File: config.mk
export PLATFORM = sky130hd
export DESIGN_NAME = packet_stream_merger
export DESIGN_NICKNAME = d
export VERILOG_FILES = /design/src/rtl/packet_merge_pkg.sv /design/src/rtl/packet_fifo.sv /design/src/rtl/packet_stream_merger.sv
export SDC_FILE = /design/constraint.sdc
export NUM_CORES = 2
export LEC_CHECK = 0
export BUFFER_PORTS_ARGS = -buffer_cell sky130_fd_sc_hd__buf_2
export CAP_MARGIN = 20
export CORE_MARGIN = 2
export CORE_UTILIZATION = 62
export DETAILED_ROUTE_END_ITERATION = 6
export PLACE_DENSITY = 0.78
export SYNTH_ARGS = -nofsm -noshare
export SYNTH_HDL_FRONTEND = slang
export SYNTH_SLANG_ARGS = --single-unit
File: constraint.sdc
create_clock -name clk -period 5.8 [get_ports clk]
set_clock_uncertainty 0.1 [all_clocks]
set_input_delay 1.16 -clock clk [delete_from_list [all_inputs] [get_ports clk]]
set_output_delay 1.16 -clock clk [all_outputs]
set_load 0.02 [all_outputs]
File: src/rtl/packet_merge_pkg.sv
// Shared definitions for the packet stream merger.
// Contents:
//   wr_state_t  - per-input writer states (SYNC, START, ACCEPT, DISCARD)
//   arb_state_t - output arbiter states (IDLE, SEND)
//   free_space  - FIFO free words from (addr_width+1)-bit write/read pointers
package packet_merge_pkg;

    typedef enum logic [1:0] {
        WR_SYNC    = 2'd0,
        WR_START   = 2'd1,
        WR_ACCEPT  = 2'd2,
        WR_DISCARD = 2'd3
    } wr_state_t;

    typedef enum logic {
        ARB_IDLE = 1'b0,
        ARB_SEND = 1'b1
    } arb_state_t;

    // Pointers carry one extra wrap bit, so the occupancy is their difference
    // taken modulo 2**(addr_width+1).
    function automatic int unsigned free_space(input int unsigned wr_ptr,
                                               input int unsigned rd_ptr,
                                               input int unsigned addr_width);
        int unsigned used;
        used = (wr_ptr - rd_ptr) & ((32'd1 << (addr_width + 1)) - 32'd1);
        return (32'd1 << addr_width) - used;
    endfunction

endpackage

File: src/rtl/packet_fifo.sv
// Per-input packet FIFO with its own writer state machine.
// Words of a packet become visible to the reader only once the whole packet
// (or its truncated prefix) has been written and committed.
// Ports:
//   clk, aresetn            - clock, asynchronous active-low reset
//   in_data/in_valid/in_last- non-backpressurable input stream
//   pop                     - advance the read pointer past the head word
//   pkt_done                - reader finished one packet (tlast handshaken)
//   head_data/head_last     - registered head word of the FIFO
//   pkt_avail               - at least one committed packet is stored
//   drop_count/trunc_count  - saturating statistics counters
module packet_fifo
    import packet_merge_pkg::*;
#(
    parameter int DATA_WIDTH       = 16,
    parameter int FIFO_ADDR_WIDTH  = 6,
    parameter int MAX_PACKET_WORDS = 32,
    parameter int COUNTER_WIDTH    = 16
) (
    input  logic                     clk,
    input  logic                     aresetn,
    input  logic [DATA_WIDTH-1:0]    in_data,
    input  logic                     in_valid,
    input  logic                     in_last,
    input  logic                     pop,
    input  logic                     pkt_done,
    output logic [DATA_WIDTH-1:0]    head_data,
    output logic                     head_last,
    output logic                     pkt_avail,
    output logic [COUNTER_WIDTH-1:0] drop_count,
    output logic [COUNTER_WIDTH-1:0] trunc_count
);

    localparam int DEPTH = 2 ** FIFO_ADDR_WIDTH;
    localparam int WCW   = $clog2(MAX_PACKET_WORDS + 1);

    wr_state_t                  wr_state_reg, wr_state_next;
    logic [FIFO_ADDR_WIDTH:0]   wr_ptr_reg, rd_ptr_reg, rd_ptr_next;
    logic [FIFO_ADDR_WIDTH:0]   pkt_cnt_reg;
    logic [WCW-1:0]             word_cnt_reg;
    logic                       commit_reg;
    logic [COUNTER_WIDTH-1:0]   drop_cnt_reg, trunc_cnt_reg;
    logic [DATA_WIDTH:0]        mem [DEPTH];
    logic [DATA_WIDTH:0]        head_word_reg;

    logic wr_en, wr_last, commit_now, drop_now, trunc_now;
    logic space_ok, at_limit, fifo_full;

    assign space_ok  = int'(free_space(32'(wr_ptr_reg), 32'(rd_ptr_reg), FIFO_ADDR_WIDTH))
                       >= MAX_PACKET_WORDS;
    // The word now arriving in ACCEPT would be word number MAX_PACKET_WORDS.
    assign at_limit  = (word_cnt_reg == WCW'(MAX_PACKET_WORDS - 1));
    assign fifo_full = (wr_ptr_reg[FIFO_ADDR_WIDTH] != rd_ptr_reg[FIFO_ADDR_WIDTH]) &&
                       (wr_ptr_reg[FIFO_ADDR_WIDTH-1:0] == rd_ptr_reg[FIFO_ADDR_WIDTH-1:0]);
    assign rd_ptr_next = rd_ptr_reg + (FIFO_ADDR_WIDTH + 1)'(pop);

    // Writer state register
    always_ff @(posedge clk or negedge aresetn) begin
        if (!aresetn) wr_state_reg <= WR_SYNC;
        else          wr_state_reg <= wr_state_next;
    end

    // Writer next state
    always_comb begin
        wr_state_next = wr_state_reg;
        case (wr_state_reg)
            WR_SYNC:    if (!in_valid || in_last) wr_state_next = WR_START;
            WR_START:   if (in_valid && !in_last)
                            wr_state_next = space_ok ? WR_ACCEPT : WR_DISCARD;
            WR_ACCEPT:  if (in_valid) begin
                            if (in_last)      wr_state_next = WR_START;
                            else if (at_limit) wr_state_next = WR_DISCARD;
                        end
            WR_DISCARD: if (in_valid && in_last) wr_state_next = WR_START;
            default:    wr_state_next = WR_SYNC;
        endcase
    end

    // Writer outputs
    always_comb begin
        wr_en      = 1'b0;
        wr_last    = in_last;
        commit_now = 1'b0;
        drop_now   = 1'b0;
        trunc_now  = 1'b0;
        case (wr_state_reg)
            WR_START: if (in_valid) begin
                if (space_ok) begin
                    wr_en      = 1'b1;
                    commit_now = in_last;
                end else begin
                    drop_now = 1'b1;
                end
            end
            WR_ACCEPT: if (in_valid) begin
                wr_en = 1'b1;
                if (in_last) begin
                    commit_now = 1'b1;
                end else if (at_limit) begin
                    wr_last    = 1'b1;
                    commit_now = 1'b1;
                    trunc_now  = 1'b1;
                end
            end
            default: ;
        endcase
    end

    // Pointers, commit pipeline and counters. The commit is delayed by one
    // cycle so the registered head read has seen the last written word
    // before the packet becomes visible.
    always_ff @(posedge clk or negedge aresetn) begin
        if (!aresetn) begin
            wr_ptr_reg    <= '0;
            rd_ptr_reg    <= '0;
            pkt_cnt_reg   <= '0;
            word_cnt_reg  <= '0;
            commit_reg    <= 1'b0;
            drop_cnt_reg  <= '0;
            trunc_cnt_reg <= '0;
        end else begin
            rd_ptr_reg <= rd_ptr_next;
            commit_reg <= commit_now;
            if (wr_en) begin
                wr_ptr_reg   <= wr_ptr_reg + 1'b1;
                word_cnt_reg <= (wr_state_reg == WR_START) ? WCW'(1) : word_cnt_reg + 1'b1;
            end
            case ({commit_reg, pkt_done})
                2'b10:   pkt_cnt_reg <= pkt_cnt_reg + 1'b1;
                2'b01:   pkt_cnt_reg <= pkt_cnt_reg - 1'b1;
                default: ;
            endcase
            if (drop_now && drop_cnt_reg != '1)   drop_cnt_reg  <= drop_cnt_reg + 1'b1;
            if (trunc_now && trunc_cnt_reg != '1) trunc_cnt_reg <= trunc_cnt_reg + 1'b1;
        end
    end

    // Storage with a registered show-ahead read: the head register follows
    // the next read address every cycle, so it is refreshed even when the
    // head location was being written on the previous edge.
    always_ff @(posedge clk) begin
        if (wr_en) mem[wr_ptr_reg[FIFO_ADDR_WIDTH-1:0]] <= {wr_last, in_data};
        head_word_reg <= mem[rd_ptr_next[FIFO_ADDR_WIDTH-1:0]];
    end

    assert property (@(posedge clk) disable iff (!aresetn) wr_en |-> !fifo_full);

    assign head_data   = head_word_reg[DATA_WIDTH-1:0];
    assign head_last   = head_word_reg[DATA_WIDTH];
    assign pkt_avail   = (pkt_cnt_reg != '0);
    assign drop_count  = drop_cnt_reg;
    assign trunc_count = trunc_cnt_reg;

endmodule

File: src/rtl/packet_stream_merger.sv
// Merges INPUT_COUNT non-backpressurable packet streams onto one AXI stream.
// Each input is buffered in a packet_fifo; a round-robin arbiter forwards
// whole committed packets through a registered output stage.
// Ports:
//   clk, aresetn                  - Aurora user clock, async active-low reset
//   inTDATA/inTVALID/inTLAST      - packed input streams, input i at slice i
//   outTDATA/outTVALID/outTLAST   - merged output stream
//   outTREADY                     - merged output ready
//   dropCount/truncCount          - packed per-input statistics
//   outPacketCount                - packets completed on the output
module packet_stream_merger
    import packet_merge_pkg::*;
#(
    parameter int INPUT_COUNT      = 2,
    parameter int DATA_WIDTH       = 16,
    parameter int FIFO_ADDR_WIDTH  = 6,
    parameter int MAX_PACKET_WORDS = 32,
    parameter int COUNTER_WIDTH    = 16,
    parameter     DEBUG            = "false"
) (
    input  logic                                 clk,
    input  logic                                 aresetn,
    input  logic [INPUT_COUNT*DATA_WIDTH-1:0]    inTDATA,
    input  logic [INPUT_COUNT-1:0]               inTVALID,
    input  logic [INPUT_COUNT-1:0]               inTLAST,
    output logic [DATA_WIDTH-1:0]                outTDATA,
    output logic                                 outTVALID,
    output logic                                 outTLAST,
    input  logic                                 outTREADY,
    output logic [INPUT_COUNT*COUNTER_WIDTH-1:0] dropCount,
    output logic [INPUT_COUNT*COUNTER_WIDTH-1:0] truncCount,
    output logic [COUNTER_WIDTH-1:0]             outPacketCount
);

    localparam int SEL_W = (INPUT_COUNT > 1) ? $clog2(INPUT_COUNT) : 1;

    (* mark_debug = DEBUG *) arb_state_t      arb_state_reg;
    arb_state_t                               arb_state_next;
    (* mark_debug = DEBUG *) logic [DATA_WIDTH-1:0] out_data_reg;
    (* mark_debug = DEBUG *) logic            out_valid_reg;
    (* mark_debug = DEBUG *) logic            out_last_reg;
    logic [SEL_W-1:0]                         grant_reg, rr_ptr_reg, rr_ptr_next;
    logic [COUNTER_WIDTH-1:0]                 out_pkt_cnt_reg;

    logic [DATA_WIDTH-1:0] head_data [INPUT_COUNT];
    logic [INPUT_COUNT-1:0] head_last, pkt_avail, pop, pkt_done;
    logic [SEL_W-1:0]       sel_idx, pop_sel;
    logic                   sel_found, load_word, done_pkt, handshake;

    generate
        for (genvar gi = 0; gi < INPUT_COUNT; gi++) begin : g_in
            packet_fifo #(
                .DATA_WIDTH       (DATA_WIDTH),
                .FIFO_ADDR_WIDTH  (FIFO_ADDR_WIDTH),
                .MAX_PACKET_WORDS (MAX_PACKET_WORDS),
                .COUNTER_WIDTH    (COUNTER_WIDTH)
            ) u_fifo (
                .clk         (clk),
                .aresetn     (aresetn),
                .in_data     (inTDATA[gi*DATA_WIDTH +: DATA_WIDTH]),
                .in_valid    (inTVALID[gi]),
                .in_last     (inTLAST[gi]),
                .pop         (pop[gi]),
                .pkt_done    (pkt_done[gi]),
                .head_data   (head_data[gi]),
                .head_last   (head_last[gi]),
                .pkt_avail   (pkt_avail[gi]),
                .drop_count  (dropCount[gi*COUNTER_WIDTH +: COUNTER_WIDTH]),
                .trunc_count (truncCount[gi*COUNTER_WIDTH +: COUNTER_WIDTH])
            );
            assign pop[gi]      = load_word && (int'(pop_sel) == gi);
            assign pkt_done[gi] = done_pkt && (int'(grant_reg) == gi);
        end
    endgenerate

    // Round-robin search starting at rr_ptr_reg, wrapping at INPUT_COUNT.
    always_comb begin
        int cand;
        cand      = 0;
        sel_found = 1'b0;
        sel_idx   = '0;
        for (int k = 0; k < INPUT_COUNT; k++) begin
            cand = (int'(rr_ptr_reg) + k) % INPUT_COUNT;
            if (!sel_found && pkt_avail[SEL_W'(cand)]) begin
                sel_found = 1'b1;
                sel_idx   = SEL_W'(cand);
            end
        end
    end

    assign handshake   = out_valid_reg && outTREADY;
    assign rr_ptr_next = (int'(grant_reg) == INPUT_COUNT - 1) ? '0 : grant_reg + SEL_W'(1);

    // Arbiter state register
    always_ff @(posedge clk or negedge aresetn) begin
        if (!aresetn) arb_state_reg <= ARB_IDLE;
        else          arb_state_reg <= arb_state_next;
    end

    // Arbiter next state
    always_comb begin
        arb_state_next = arb_state_reg;
        case (arb_state_reg)
            ARB_IDLE: if (sel_found) arb_state_next = ARB_SEND;
            ARB_SEND: if (handshake && out_last_reg) arb_state_next = ARB_IDLE;
            default:  arb_state_next = ARB_IDLE;
        endcase
    end

    // Arbiter outputs: which FIFO to pop and when a packet finishes
    always_comb begin
        load_word = 1'b0;
        done_pkt  = 1'b0;
        pop_sel   = grant_reg;
        case (arb_state_reg)
            ARB_IDLE: begin
                pop_sel   = sel_idx;
                load_word = sel_found;
            end
            ARB_SEND: if (handshake) begin
                if (out_last_reg) done_pkt  = 1'b1;
                else              load_word = 1'b1;
            end
            default: ;
        endcase
    end

    // Output register, grant and round-robin pointer
    always_ff @(posedge clk or negedge aresetn) begin
        if (!aresetn) begin
            out_data_reg    <= '0;
            out_valid_reg   <= 1'b0;
            out_last_reg    <= 1'b0;
            grant_reg       <= '0;
            rr_ptr_reg      <= '0;
            out_pkt_cnt_reg <= '0;
        end else begin
            if (arb_state_reg == ARB_IDLE && sel_found) grant_reg <= sel_idx;
            if (load_word) begin
                out_data_reg  <= head_data[pop_sel];
                out_last_reg  <= head_last[pop_sel];
                out_valid_reg <= 1'b1;
            end
            if (done_pkt) begin
                out_valid_reg <= 1'b0;
                rr_ptr_reg    <= rr_ptr_next;
                if (out_pkt_cnt_reg != '1) out_pkt_cnt_reg <= out_pkt_cnt_reg + 1'b1;
            end
        end
    end

    assign outTDATA       = out_data_reg;
    assign outTVALID      = out_valid_reg;
    assign outTLAST       = out_last_reg;
    assign outPacketCount = out_pkt_cnt_reg;

endmodule

==> summary.md <==
| Metric | Value |
|---|---|
| Syn nets | `4602` |
| Synth Area in Compound Gates | `1.57%` |
| Fin crit share | `93.4%` |
| Share of Yosys cell area claimed by the top area cell type | `71.1%` |
| Num CTS Buffers | `216` |
| Reg power frac | `35.4%` |
| R2R Path End | `g_in[0].u_fifo.head_word_reg[14]` |
| CP startpoint | `g_in[0].u_fifo.pkt_cnt_reg[1]` |
| Fill count | `8364` |
| Synth Area in Simple Gates | `4.36%` |
| CTS tree | `done` |
| Synth Area in Adders | `0.596%` |
| H-tree levels | `4` |
| Post-DP HPWL | `125000 um` |
| Via count of the routed design | `47200` |
| Main combinational cell family by area after synthesis | `multiplexers` |
| PortBufs | `136` |
| Worst Setup End Kind | `flip-flop` |
| Initial Util | `62.4%` |
| 1st-iter DRT viols | `6843` |
| Final RePlAce weighted congestion | `0.892` |
| Post-synth top cells | `edfxtp_1 (2176), mux4_2 (612), nand2_1 (401)` |
| Core area | `147000 um^2` |
| Netlist cell types | `61` |
| Sequential area share after synthesis | `76.0%` |
| Antenna violations before repair | `5` |
| Worst path required time | `6.40 ns` |
| Fin Setup TNS | `0 ns` |
| Actual slew at the worst max-slew pin | `1.08 ns` |
| Int Power | `36.7 mW` |
| Psw | `18.5 mW` |
| Post-route DRC | `2` |
| Netlist Area Pre-Place | `92000 um^2` |
| Post-CTS Setup Bufs | `0` |
| Post-synth EDFFs | `2176` |
| R2r setup slk | `0.39 ns` |
| Max Freq | `185 MHz` |
| Die area | `151000 um^2` |
| Arr. time, crit path | `6.01 ns` |
| Outcome | `finished, violations left` |
| Vias in the first global route | `48400` |
| Failing checks | `design-rule violations` |
| Worst R2R Path Depth | `15` |
| Combinational Power Share | `39.5%` |
| Multi-input logic area | `21100 um^2` |
| Root buf cell | `clkbuf_16` |
| Die H | `389 um` |
| R2r startpoint | `g_in[0].u_fifo.pkt_cnt_reg[1]` |
| Slew Limit Fails | `0` |
| Setup WS pre-CTS | `0.279 ns` |
| Leading area contributor after synthesis | `edfxtp_1` |
| DP Cell Count | `6573` |
| Maximum Capacitance Violations | `0` |
| Post-route ant nets | `0` |
| Max reg flops | `2176` |
| Site Rows | `141` |
| Worst-Skew Late Latency | `0.82 ns` |
| Synth Area in XOR/XNOR | `1.02%` |
| Clock Sinks | `2363` |
| Layout cells sized above 1 | `27.1%` |
| First-pass GRT wire length | `333000 um` |
| Syn. warnings | `0` |
| Final WL | `229000 um` |
| DRT Pass-1 Iters | `7` |
| Clk slew on worst S/H paths | `0.06 ns` |
| Setup WS post-layout | `0.385 ns` |
| Most frequent cell after synthesis | `edfxtp_1` |
| Seq. cell area | `69900 um^2` |
| CP Max Fanout | `40` |
| Async SR Flop Fraction | `6.47%` |
| Wire length per cell | `32.7 um` |
| Worst hold path type | `in2async` |
| Crit path kind | `reg2reg` |
| Hold slack | `0.282 ns` |
| CTS Buffer Depth | `3` |
| Final hold vios | `0` |
| Nets | `4958` |
| Leakage power | `34.3 nW` |
| Ys flop type | `edfxtp_1` |
| Grt ovf | `0` |
| I/O pin count | `137` |
| Sw frac | `33.5%` |
| Cells after Synth | `4521` |
| Area delta synth->final | `12.5%` |
| Mux share of post-synthesis cell area | `15.2%` |
| Global-route usage over all layers | `30.6%` |
| Synth top area cells | `edfxtp_1 (71%), mux4_2 (15%), dfrtp_1 (4.2%), nand2_1 (1.6%), dfxtp_1 (0.74%)` |
| DIE WIDTH | `389 um` |
| Pin count of the biggest net entering global routing | `137` |
| VDD IR-drop max | `560 uV` |
| Pwr dens | `534 nW/um^2` |
| Unrepaired setup endpoints after global routing | `false` |
| Final setup viols | `0` |
| Clk network pwr share | `25.1%` |
| Relative slew slack | `28.1%` |
| Fin crit period | `5.41 ns` |
| Avg Synthesized Cell Area | `20.3 um^2` |
| Non-Filler Instances | `6996` |
| Vias per cell | `6.75` |
| Register bit total from synthesis | `2363` |
| CP Launch Type | `flip-flop` |
worst max-delay path by stage:
stage                     cells after the start  slack [ns]                          endpoint
after CTS                                    15        0.13  g_in[0].u_fifo.head_word_reg[14]
after global placement                       13        0.31  g_in[0].u_fifo.head_word_reg[14]
final                                        15        0.39  g_in[0].u_fifo.head_word_reg[14]
after floorplan                              12        1.25  g_in[1].u_fifo.head_word_reg[10]
after global routing                         14        0.13  g_in[0].u_fifo.head_word_reg[11]
after detailed placement                     13        0.28  g_in[0].u_fifo.head_word_reg[14]
logic make-up (layout without fill, tap and decap cells):
family | Yosys count | count (layout)
simple gates | 883 | 883
other cells | 0 | 1
flops | 2363 | 2363
fa+ha+maj | 42 | 42
mux | 628 | 628
xor+xnor | 107 | 107
compound gates | 200 | 200
buf+inv | 298 | 842
per-layer routing:
| metal | up-vias | global-route usage (%) | routed length [um] |
|---|---|---|---|
| met2 | 3068 | 50.4 | 115000 |
| li1 | 19200 | - | - |
| met1 | 24400 | 40.5 | 79000 |
| met3 | 583 | 5.80 | 22700 |
| met5 | - | 0 | 41 |
| met4 | 6 | 13.6 | 11700 |
power groups by stage:
stage / registers [mW] / logic, mW / clock network (mW)
floorplan: 19.8 / 14.7 / 0
global placement: 19.9 / 21.1 / 0
detailed placement: 19.9 / 21.4 / 0
CTS: 19.5 / 21.8 / 14.0
global route: 19.6 / 22.9 / 14.6
finish: 19.6 / 21.8 / 13.9
critical path, cell delays in order (launching register included):
cell	delay (ns)
dfrtp_1	0.42
nor4_1	0.46
a21oi_1	0.25
a22oi_1	0.21
buf_4	0.20
nor2b_4	0.55
ha_4	0.24
ha_4	0.37
buf_12	0.32
buf_4	0.36
mux4_2	0.28
nand2_1	0.06
and3_1	0.25
a311oi_1	0.53
a31oi_1	0.26
a21oi_1	0.39
cells in the final DEF (no fill, tap or decap), types with 60 or more instances in the layout:
master,netlist,layout
buf_2,70,135
nand2_1,401,401
buf_4,2,194
mux4_2,612,612
and3_1,69,69
xnor2_1,67,61
inv_1,62,60
nand3_1,116,116
clkbuf_16,0,228
clkbuf_1,126,60
nor2_1,160,115
edfxtp_1,2176,2176
dfrtp_1,153,153
final cells by class:
type	instances	area share (%)
tap	1930	2.33
multi-input combinational	1860	20.4
inverter	65	0.238
sequential	2363	67.5
clock buffer	292	5.78
timing repair buffer	371	2.86
antenna	1	0.00242
clock inverter	114	0.844
repair_timing:
item	in CTS	in global routing
endpoints found under the setup margin	0	5
resized for setup	0	1
hold buffers	0	0
per-stage QoR:
stage,instance area (um^2),power [mW],util [%]
4_1_cts,103000,55.3,69.9
2_1_floorplan,92000,34.5,-
3_3_place_gp,96300,41.0,65.3
5_1_grt,103000,57.0,70.2
6_report,103000,55.2,70.2
3_5_place_dp,96300,41.3,65.3
Note: power is estimated with default switching activity, not from simulation.
